==> src/rtl/shade_combine_pkg.sv <==
// Shared RayCore types for the shading stage: fragment/result structs, FSM state enum
// and the N.L clamp helper.
package shade_combine_pkg;

  typedef logic signed [15:0] fixed16_t;

  typedef struct packed {
    fixed16_t x;
    fixed16_t y;
    fixed16_t z;
  } FixedNorm3;

  typedef struct packed {
    logic [7:0] r;
    logic [7:0] g;
    logic [7:0] b;
  } Color3;

  typedef enum logic [1:0] {
    ST_None       = 2'd0,
    ST_Diffuse    = 2'd1,
    ST_Reflective = 2'd2
  } surface_e;

  typedef enum logic [1:0] {
    SHC_Init    = 2'd0,
    SHC_Diffuse = 2'd1,
    SHC_Blend   = 2'd2,
    SHC_Done    = 2'd3
  } ShadeState;

  typedef struct packed {
    Color3       Color;
    Color3       LastColor;
    FixedNorm3   Normal;
    surface_e    SurfaceType;
    logic [2:0]  BounceLevel;
    logic        bShadow;
    logic [11:0] x;
    logic [11:0] y;
    FixedNorm3   HitPos;
    FixedNorm3   ViewDir;
    logic [15:0] PI;
  } ShadowOutputData;

  typedef struct packed {
    FixedNorm3 LightDir;
    Color3     ClearColor;
  } RenderState;

  typedef struct packed {
    logic [11:0] x;
    logic [11:0] y;
    Color3       Color;
    logic        bReflect;
    logic [2:0]  BounceLevel;
    FixedNorm3   HitPos;
    FixedNorm3   ViewDir;
    FixedNorm3   Normal;
    logic [15:0] PI;
  } ShadeOutputData;

  // Clamp a 2.14 dot product to the unit range [0, 1.0 = 16'h4000].
  function automatic logic [14:0] clamp_unit(input logic signed [33:0] v);
    if (v < 34'sd0) return 15'd0;
    if (v > 34'sd16384) return 15'd16384;
    return v[14:0];
  endfunction

endpackage

==> src/rtl/shade_combine_if.sv <==
// Fragment-in / shaded-result-out bus of the shading stage.
interface shade_combine_if;
  import shade_combine_pkg::*;

  logic            add_input;
  ShadowOutputData input_data;
  RenderState      rs;
  logic            output_fifo_full;
  logic            fifo_full;
  logic            valid;
  ShadeOutputData  out;

  modport master (
    output add_input, input_data, rs, output_fifo_full,
    input  fifo_full, valid, out
  );

  modport slave (
    input  add_input, input_data, rs, output_fifo_full,
    output fifo_full, valid, out
  );
endinterface

==> src/rtl/shade_combine_color_mul.sv <==
// Per-channel intensity scale; SHADE_BOUNCE_BLEND_EN adds averaging with the previous
// bounce colour when i_blend is set.
module shade_color_mul (
  input  logic [7:0] i_color,
  input  logic [8:0] i_intensity,
  input  logic [7:0] i_last,
  input  logic       i_blend,
  output logic [7:0] o_color
);
  logic [16:0] w_scaled;
  logic [7:0]  w_shaded;

  assign w_scaled = 17'(i_color) * 17'(i_intensity);
  assign w_shaded = 8'(w_scaled >> 8);

`ifdef SHADE_BOUNCE_BLEND_EN
  logic [8:0] w_sum;
  assign w_sum   = 9'(i_last) + 9'(w_shaded);
  assign o_color = i_blend ? 8'(w_sum >> 1) : w_shaded;
`else
  logic w_unused_blend;
  assign w_unused_blend = ^{i_last, i_blend};
  assign o_color        = w_shaded;
`endif
endmodule

==> src/rtl/shade_combine.sv <==
// Shading stage: single-entry input buffer, N.L diffuse + ambient, reflect decision.
// Optional bounce colour blend via SHADE_BOUNCE_BLEND_EN (see shade_color_mul).
module shade_combine
  import shade_combine_pkg::*;
#(
  parameter logic [7:0]  AMBIENT    = 8'd32,
  parameter int unsigned MAX_BOUNCE = 2
) (
  input  logic           clk,
  input  logic           resetn,
  shade_combine_if.slave bus
);
  ShadeState       r_state;
  ShadowOutputData r_buf;
  logic            r_fifo_full;
  ShadowOutputData r_work;
  logic [14:0]     r_ndotl;
  ShadeOutputData  r_res;
  ShadeOutputData  r_out;
  logic            r_valid;

  logic signed [33:0] w_nx, w_ny, w_nz, w_lx, w_ly, w_lz, w_dot;
  logic [14:0]        w_ndotl;
  logic [8:0]         w_span, w_lit, w_intensity;
  logic [22:0]        w_prod;
  logic [7:0]         w_sh_r, w_sh_g, w_sh_b;
  logic               w_blend, w_reflect;
  ShadeOutputData     w_result, w_clear_res;

  assign bus.fifo_full = r_fifo_full;
  assign bus.valid     = r_valid;
  assign bus.out       = r_out;

  assign w_nx    = 34'(r_work.Normal.x);
  assign w_ny    = 34'(r_work.Normal.y);
  assign w_nz    = 34'(r_work.Normal.z);
  assign w_lx    = 34'(bus.rs.LightDir.x);
  assign w_ly    = 34'(bus.rs.LightDir.y);
  assign w_lz    = 34'(bus.rs.LightDir.z);
  assign w_dot   = (w_nx * w_lx + w_ny * w_ly + w_nz * w_lz) >>> 14;
  assign w_ndotl = clamp_unit(w_dot);

  // Direct light fills the headroom above ambient so full exposure reaches exactly 256.
  assign w_span      = 9'd256 - {1'b0, AMBIENT};
  assign w_prod      = 23'(r_ndotl) * 23'(w_span);
  assign w_lit       = 9'(w_prod >> 14);
  assign w_intensity = {1'b0, AMBIENT} + (r_work.bShadow ? 9'd0 : w_lit);
  assign w_blend     = (r_work.BounceLevel != 3'd0);

  shade_color_mul u_mul_r (.i_color(r_work.Color.r), .i_intensity(w_intensity),
                           .i_last(r_work.LastColor.r), .i_blend(w_blend), .o_color(w_sh_r));
  shade_color_mul u_mul_g (.i_color(r_work.Color.g), .i_intensity(w_intensity),
                           .i_last(r_work.LastColor.g), .i_blend(w_blend), .o_color(w_sh_g));
  shade_color_mul u_mul_b (.i_color(r_work.Color.b), .i_intensity(w_intensity),
                           .i_last(r_work.LastColor.b), .i_blend(w_blend), .o_color(w_sh_b));

  assign w_reflect = (r_work.SurfaceType == ST_Reflective) &&
                     ({29'd0, r_work.BounceLevel} < MAX_BOUNCE);

  always_comb begin
    w_result             = '0;
    w_result.x           = r_work.x;
    w_result.y           = r_work.y;
    w_result.Color       = '{r: w_sh_r, g: w_sh_g, b: w_sh_b};
    w_result.bReflect    = w_reflect;
    w_result.BounceLevel = w_reflect ? r_work.BounceLevel + 3'd1 : r_work.BounceLevel;
    w_result.HitPos      = r_work.HitPos;
    w_result.ViewDir     = r_work.ViewDir;
    w_result.Normal      = r_work.Normal;
    w_result.PI          = r_work.PI;
  end

  always_comb begin
    w_clear_res             = '0;
    w_clear_res.x           = r_buf.x;
    w_clear_res.y           = r_buf.y;
    w_clear_res.Color       = bus.rs.ClearColor;
    w_clear_res.bReflect    = 1'b0;
    w_clear_res.BounceLevel = r_buf.BounceLevel;
    w_clear_res.HitPos      = r_buf.HitPos;
    w_clear_res.ViewDir     = r_buf.ViewDir;
    w_clear_res.Normal      = r_buf.Normal;
    w_clear_res.PI          = r_buf.PI;
  end

  always_ff @(posedge clk or negedge resetn) begin
    if (!resetn) begin
      r_state     <= SHC_Init;
      r_buf       <= '0;
      r_fifo_full <= 1'b0;
      r_work      <= '0;
      r_ndotl     <= '0;
      r_res       <= '0;
      r_out       <= '0;
      r_valid     <= 1'b0;
    end else begin
      r_valid <= 1'b0;
      // Capture needs an empty buffer and the Init drain needs a full one, so the two
      // fifo_full updates never collide; an add_input on the drain edge is dropped.
      if (bus.add_input && !r_fifo_full) begin
        r_buf       <= bus.input_data;
        r_fifo_full <= 1'b1;
      end
      case (r_state)
        SHC_Init: begin
          if (r_fifo_full) begin
            r_fifo_full <= 1'b0;
            r_work      <= r_buf;
            if (r_buf.SurfaceType == ST_None) begin
              r_res   <= w_clear_res;
              r_state <= SHC_Done;
            end else begin
              r_state <= SHC_Diffuse;
            end
          end
        end
        SHC_Diffuse: begin
          r_ndotl <= w_ndotl;
          r_state <= SHC_Blend;
        end
        SHC_Blend: begin
          r_res   <= w_result;
          r_state <= SHC_Done;
        end
        SHC_Done: begin
          if (!bus.output_fifo_full) begin
            r_out   <= r_res;
            r_valid <= 1'b1;
            r_state <= SHC_Init;
          end
        end
        default: r_state <= SHC_Init;
      endcase
    end
  end
endmodule

==> src/flat_wrapper.sv <==
// flat-port wrapper written by rule: the top's interface ports become plain ports
module shade_combine_flat import shade_combine_pkg::*;
#(
  parameter logic [7:0]  AMBIENT    = 8'd32,
  parameter int unsigned MAX_BOUNCE = 2
)
  (clk, resetn, bus_add_input, bus_input_data, bus_rs, bus_output_fifo_full, bus_fifo_full, bus_valid, bus_out);
  shade_combine_if bus_i ();
  input  logic clk;
  input  logic resetn;
  input wire logic [$bits(bus_i.add_input)-1:0] bus_add_input;
  input wire logic [$bits(bus_i.input_data)-1:0] bus_input_data;
  input wire logic [$bits(bus_i.rs)-1:0] bus_rs;
  input wire logic [$bits(bus_i.output_fifo_full)-1:0] bus_output_fifo_full;
  output wire logic [$bits(bus_i.fifo_full)-1:0] bus_fifo_full;
  output wire logic [$bits(bus_i.valid)-1:0] bus_valid;
  output wire logic [$bits(bus_i.out)-1:0] bus_out;
  assign bus_i.add_input = bus_add_input;
  assign bus_i.input_data = bus_input_data;
  assign bus_i.rs = bus_rs;
  assign bus_i.output_fifo_full = bus_output_fifo_full;
  assign bus_fifo_full = bus_i.fifo_full;
  assign bus_valid = bus_i.valid;
  assign bus_out = bus_i.out;
  shade_combine #(.AMBIENT(AMBIENT), .MAX_BOUNCE(MAX_BOUNCE)) u_core (.clk(clk), .resetn(resetn), .bus(bus_i));
endmodule
==> config.mk <==
export PLATFORM = sky130hd
export DESIGN_NAME = shade_combine_flat
export DESIGN_NICKNAME = d
export VERILOG_FILES = /design/src/rtl/shade_combine_pkg.sv /design/src/rtl/shade_combine_if.sv /design/src/rtl/shade_combine_color_mul.sv /design/src/rtl/shade_combine.sv /design/src/flat_wrapper.sv
export SDC_FILE = /design/constraint.sdc
export NUM_CORES = 2
export LEC_CHECK = 0
export ABC_AREA = 1
export BUFFER_PORTS_ARGS = -buffer_cell sky130_fd_sc_hd__buf_2
export CORE_ASPECT_RATIO = 0.75
export CORE_UTILIZATION = 37
export CTS_CLUSTER_SIZE = 12
export DETAILED_ROUTE_END_ITERATION = 8
export GPL_TIMING_DRIVEN = 0
export PLACE_DENSITY = 0.61
export SLEW_MARGIN = 15
export SYNTH_ARGS = -nofsm -noshare
export SYNTH_HDL_FRONTEND = slang
export SYNTH_SLANG_ARGS = --single-unit
==> constraint.sdc <==
create_clock -name clk -period 14.9 [get_ports clk]
set_clock_uncertainty 0.1 [all_clocks]
set_input_delay 1.49 -clock clk [delete_from_list [all_inputs] [get_ports clk]]
set_output_delay 1.49 -clock clk [all_outputs]
set_load 0.01 [all_outputs]
==> Flow_metrics.wiki <==
{| class="wikitable"
! Metric !! Value
|-
| Sum Neg Setup Slack || 0 ns
|-
| Die width || 519.7 um
|-
| Measured slew at the worst slew-check pin || 1.227 ns
|-
| Overall via count from detail_route || 60,200
|-
| Global Route Usage Sum || 24.39%
|-
| Leading post-synthesis cells by instance count || 2,056 x sky130_fd_sc_hd__inv_1, 1,912 x sky130_fd_sc_hd__nand2_1, 992 x sky130_fd_sc_hd__fa_1
|-
| Post-synth net total || roughly 10,000
|-
| Post-synthesis cell count || 8,771
|-
| Slew Viols, Final || 0
|-
| Total Die Area || roughly 200,000 um^2
|-
| CP Buf/Inv Count || 10
|-
| Largest fanout on the critical path || 10
|-
| Area overhead of the layout relative to synthesis || 11.69%
|-
| Cell Rows || 142
|-
| Initial antenna violation count || between 60 and 70
|-
| Core ar. || 199,700 um^2
|-
| Top cell type by total area after synthesis || sky130_fd_sc_hd__dfrtp_1
|-
| Resized Gates After CTS || 0
|-
| Number of failing setup endpoints in the final timing report || 0
|-
| Count of boundary I/O pins || 528
|-
| Largest stage delay on the critical path || 0.63 ns
|-
| Largest cells by area after synthesis || sky130_fd_sc_hd__dfrtp_1 29%, sky130_fd_sc_hd__fa_1 27%, sky130_fd_sc_hd__inv_1 10%
|-
| Minimum setup slack in the final design || 2.039 ns
|-
| Longest Clk Path Bufs || 3
|-
| Critical Path Source Type || primary input
|-
| H-Tree Level Count || 3
|-
| Post-detailed-placement half-perimeter wirelength || 201,400 um
|-
| Final worst-path cycle share || 86.32%
|-
| Placed standard-cell area || between 80,000 and 90,000 um^2
|-
| Worst endpoint required time || 15.43 ns
|-
| I/O Buffers || 458
|-
| Via count of the first global-routing pass || 60,880
|-
| Area share of the leading cell type in the synthesized netlist || 29.30%
|-
| Dominant synthesized flop cell || sky130_fd_sc_hd__dfrtp_1
|-
| Final hold violation count || 0
|-
| Distinct cell type count after synthesis || 54
|-
| Yosys Warn Count || 0
|-
| Number of DRC violations after detailed-routing iteration 0 || around 5,000
|-
| Hold wc startpoint || u_core.bus.out[162]
|-
| Number of clock sinks || 871
|-
| Clock tree from TritonCTS || done
|-
| Number of max-cap violations || 0
|-
| Sort of element at the end of the critical path || flip-flop
|-
| Post-synth EDFFs || 0
|-
| Highest-delay cell along the critical path || sky130_fd_sc_hd__clkbuf_1
|-
| Count leader, synth || sky130_fd_sc_hd__inv_1
|-
| Wire length per cell after detailed routing || about 20 um
|-
| Ratio of cells with drive above 1 in the final layout || 7.489%
|-
| DRC violation count after routing || 0
|-
| First-pass iteration count of the detailed router || 6
|-
| Worst path arrival time || 13.39 ns
|-
| Worst Setup SP || bus_rs[52]
|-
| Insertion delay to the later sink of the worst-skew pair || 0.75 ns
|-
| Final critical delay including setup and external delays || 12.86 ns
|-
| Maximum operating frequency || 77.75 MHz
|-
| Outcome || completed
|-
| Flop and latch count out of synthesis || 871
|-
| Number of buffers inserted by post-CTS setup repair || 0
|-
| Async S/R FF share, synth || 100.0%
|-
| Maximum number of pins on one net before global-route repair || 149
|-
| Vias per inst || 4.988
|-
| Final Net Count || 11,010
|-
| Worst slack at placement || 1.540 ns
|-
| Antenna-violating nets left || 0
|-
| Cell family with most CP delay || adder cells
|-
| Gr ovfl total || 0
|-
| Design Area, Final || 83,080 um^2
|-
| Reg clk slew, reported paths || 0.06 ns
|-
| Unrepaired setup endpoints after global routing || no
|-
| Most frequent cell on the critical path || sky130_fd_sc_hd__fa_1
|-
| Worst setup path class || primary input to flip-flop
|-
| Die Y-Extent || 390.3 um
|-
| RD Place Congestion || 0.9618
|-
| CTS root buf || sky130_fd_sc_hd__clkbuf_16
|-
| Startpoint of the worst-slack reg-to-reg timing path || u_core.r_work[162]
|-
| Initial standard-cell utilization of the core || between 30 and 40%
|-
| Number of buffers added by the clock tree synthesis step || 90
|-
| Synthesized area per cell || 8.481 um^2
|-
| Type of the most critical hold path || flip-flop to flip-flop
|-
| Proportion of synthesized chip area in sequential cells || 29.30%
|-
| Post-synth design cell area || approximately 74,000 um^2
|-
| Max_slew headroom || 18.23%
|-
| Count of hold buffers inserted by post-cts repair || 0
|-
| First-pass GRT wire length || 374,300 um
|-
| Total Wirelength || around 250,000 um
|}
-- cells by family after synthesis --
group | after synthesis | synth area share, %
buffers and inverters | 2515 | 12.77
adder cells (fa/ha/maj) | 1373 | 33.11
flip-flops | 871 | 29.30
AND/OR/NAND/NOR | 2606 | 13.79
XOR/XNOR | 101 | 1.209
AO/OA/AOI/OAI | 1283 | 9.495
multiplexers | 22 | 0.3331
-- sequential cells by signal, summed over array words and instances, names as in the netlist --
signal	flops
u_core.bus.out	212
u_core.r_buf	214
u_core.r_ndotl	15
u_core.bus.valid	1
u_core.r_res	212
u_core.r_state	2
u_core.bus.fifo_full	1
u_core.r_work	214
-- layout make-up --
cell class                      instances  area, um^2
Antenna cell                           31       77.57
Clock inverter                         17       307.8
Multi-Input combinational cell       5385       43090
Sequential cell                       871       21800
Timing Repair Buffer                  464        2472
Buffer                                449        1747
Clock buffer                          122        2502
Tap cell                             2664        3333
Inverter                             2066        7755
Fill cell                           20160      116600
-- worst register-to-register path: cells and delay by family (launching register included) --
| family | cells | cell delay (ns) |
|---|---|---|
| adders and majority gates | 14 | 6.56 |
| xor gates and xnor gates | 1 | 0.19 |
| AOI/OAI and AO/OA | 9 | 1.81 |
| buffers and inverters | 10 | 2.05 |
| DFF | 1 | 0.32 |
| and+or+nand+nor | 11 | 1.46 |
-- metal layers --
metal	vias up	wire [um]	global-route usage [%]
li1	27330	-	-
met4	28	11580	10.47
met1	30200	108600	34.55
met5	-	184	0
met2	2220	104600	35.75
met3	422	20920	5.456
-- per-stage QoR --
step	util, %	hold slack, ns	instances
after global routing	41.60	0.3938	12060
after global placement	40.07	0.3534	11890
after floorplan	-	0.3492	8771
after CTS	41.56	0.3682	12040
final	41.60	0.3695	12070
after detailed placement	40.16	0.3530	11900
-- worst paths after layout --
path / slack (ns) / depth (start not counted) / to
min in group asynchronous: 0.66 / 1 / u_core.r_buf[236]
max in group asynchronous: 11.00 / 5 / u_core.r_res[69]
max: 2.04 / 45 / u_core.r_ndotl[10]
max reg2reg: 2.30 / 45 / u_core.r_ndotl[10]
min: 0.37 / 2 / u_core.bus.out[162]
min reg2reg: 0.37 / 2 / u_core.bus.out[162]
-- layout by cell type, fill, tap and decap left out, types with 4 or more instances in the layout --
cell type / Yosys / routed
sky130_fd_sc_hd__nor2_1: 461 / 461
sky130_fd_sc_hd__clkbuf_8: 0 / 13
sky130_fd_sc_hd__o211ai_1: 192 / 192
sky130_fd_sc_hd__nand3b_1: 8 / 8
sky130_fd_sc_hd__buf_1: 34 / 34
sky130_fd_sc_hd__nand3_1: 103 / 103
sky130_fd_sc_hd__clkinv_1: 4 / 4
sky130_fd_sc_hd__nor3_1: 22 / 22
sky130_fd_sc_hd__clkbuf_2: 0 / 4
sky130_fd_sc_hd__clkinv_16: 0 / 7
sky130_fd_sc_hd__a21oi_1: 356 / 356
sky130_fd_sc_hd__nand2_1: 1912 / 1912
sky130_fd_sc_hd__nand4_1: 39 / 39
sky130_fd_sc_hd__o21ai_0: 663 / 663
sky130_fd_sc_hd__xor2_1: 52 / 52
sky130_fd_sc_hd__clkbuf_1: 384 / 399
sky130_fd_sc_hd__ha_1: 381 / 381
sky130_fd_sc_hd__buf_16: 0 / 6
sky130_fd_sc_hd__a31oi_1: 6 / 6
sky130_fd_sc_hd__nor2_2: 6 / 6
sky130_fd_sc_hd__buf_2: 27 / 484
sky130_fd_sc_hd__xnor2_1: 47 / 47
sky130_fd_sc_hd__fa_1: 992 / 992
sky130_fd_sc_hd__or2_2: 26 / 26
sky130_fd_sc_hd__clkbuf_16: 0 / 90
sky130_fd_sc_hd__o21bai_1: 8 / 8
sky130_fd_sc_hd__dfrtp_1: 871 / 871
sky130_fd_sc_hd__nand2_2: 9 / 9
sky130_fd_sc_hd__a21o_1: 10 / 10
sky130_fd_sc_hd__inv_1: 2056 / 2056
sky130_fd_sc_hd__diode_2: 0 / 31
sky130_fd_sc_hd__o21ai_1: 10 / 10
sky130_fd_sc_hd__mux2_2: 22 / 22
sky130_fd_sc_hd__nor4_1: 8 / 8
sky130_fd_sc_hd__o21a_1: 14 / 14
sky130_fd_sc_hd__inv_2: 6 / 6
Power is left out: the tool's default activity adds up to more than one toggle a clock period on the data nets, which glitch-free logic cannot reach.
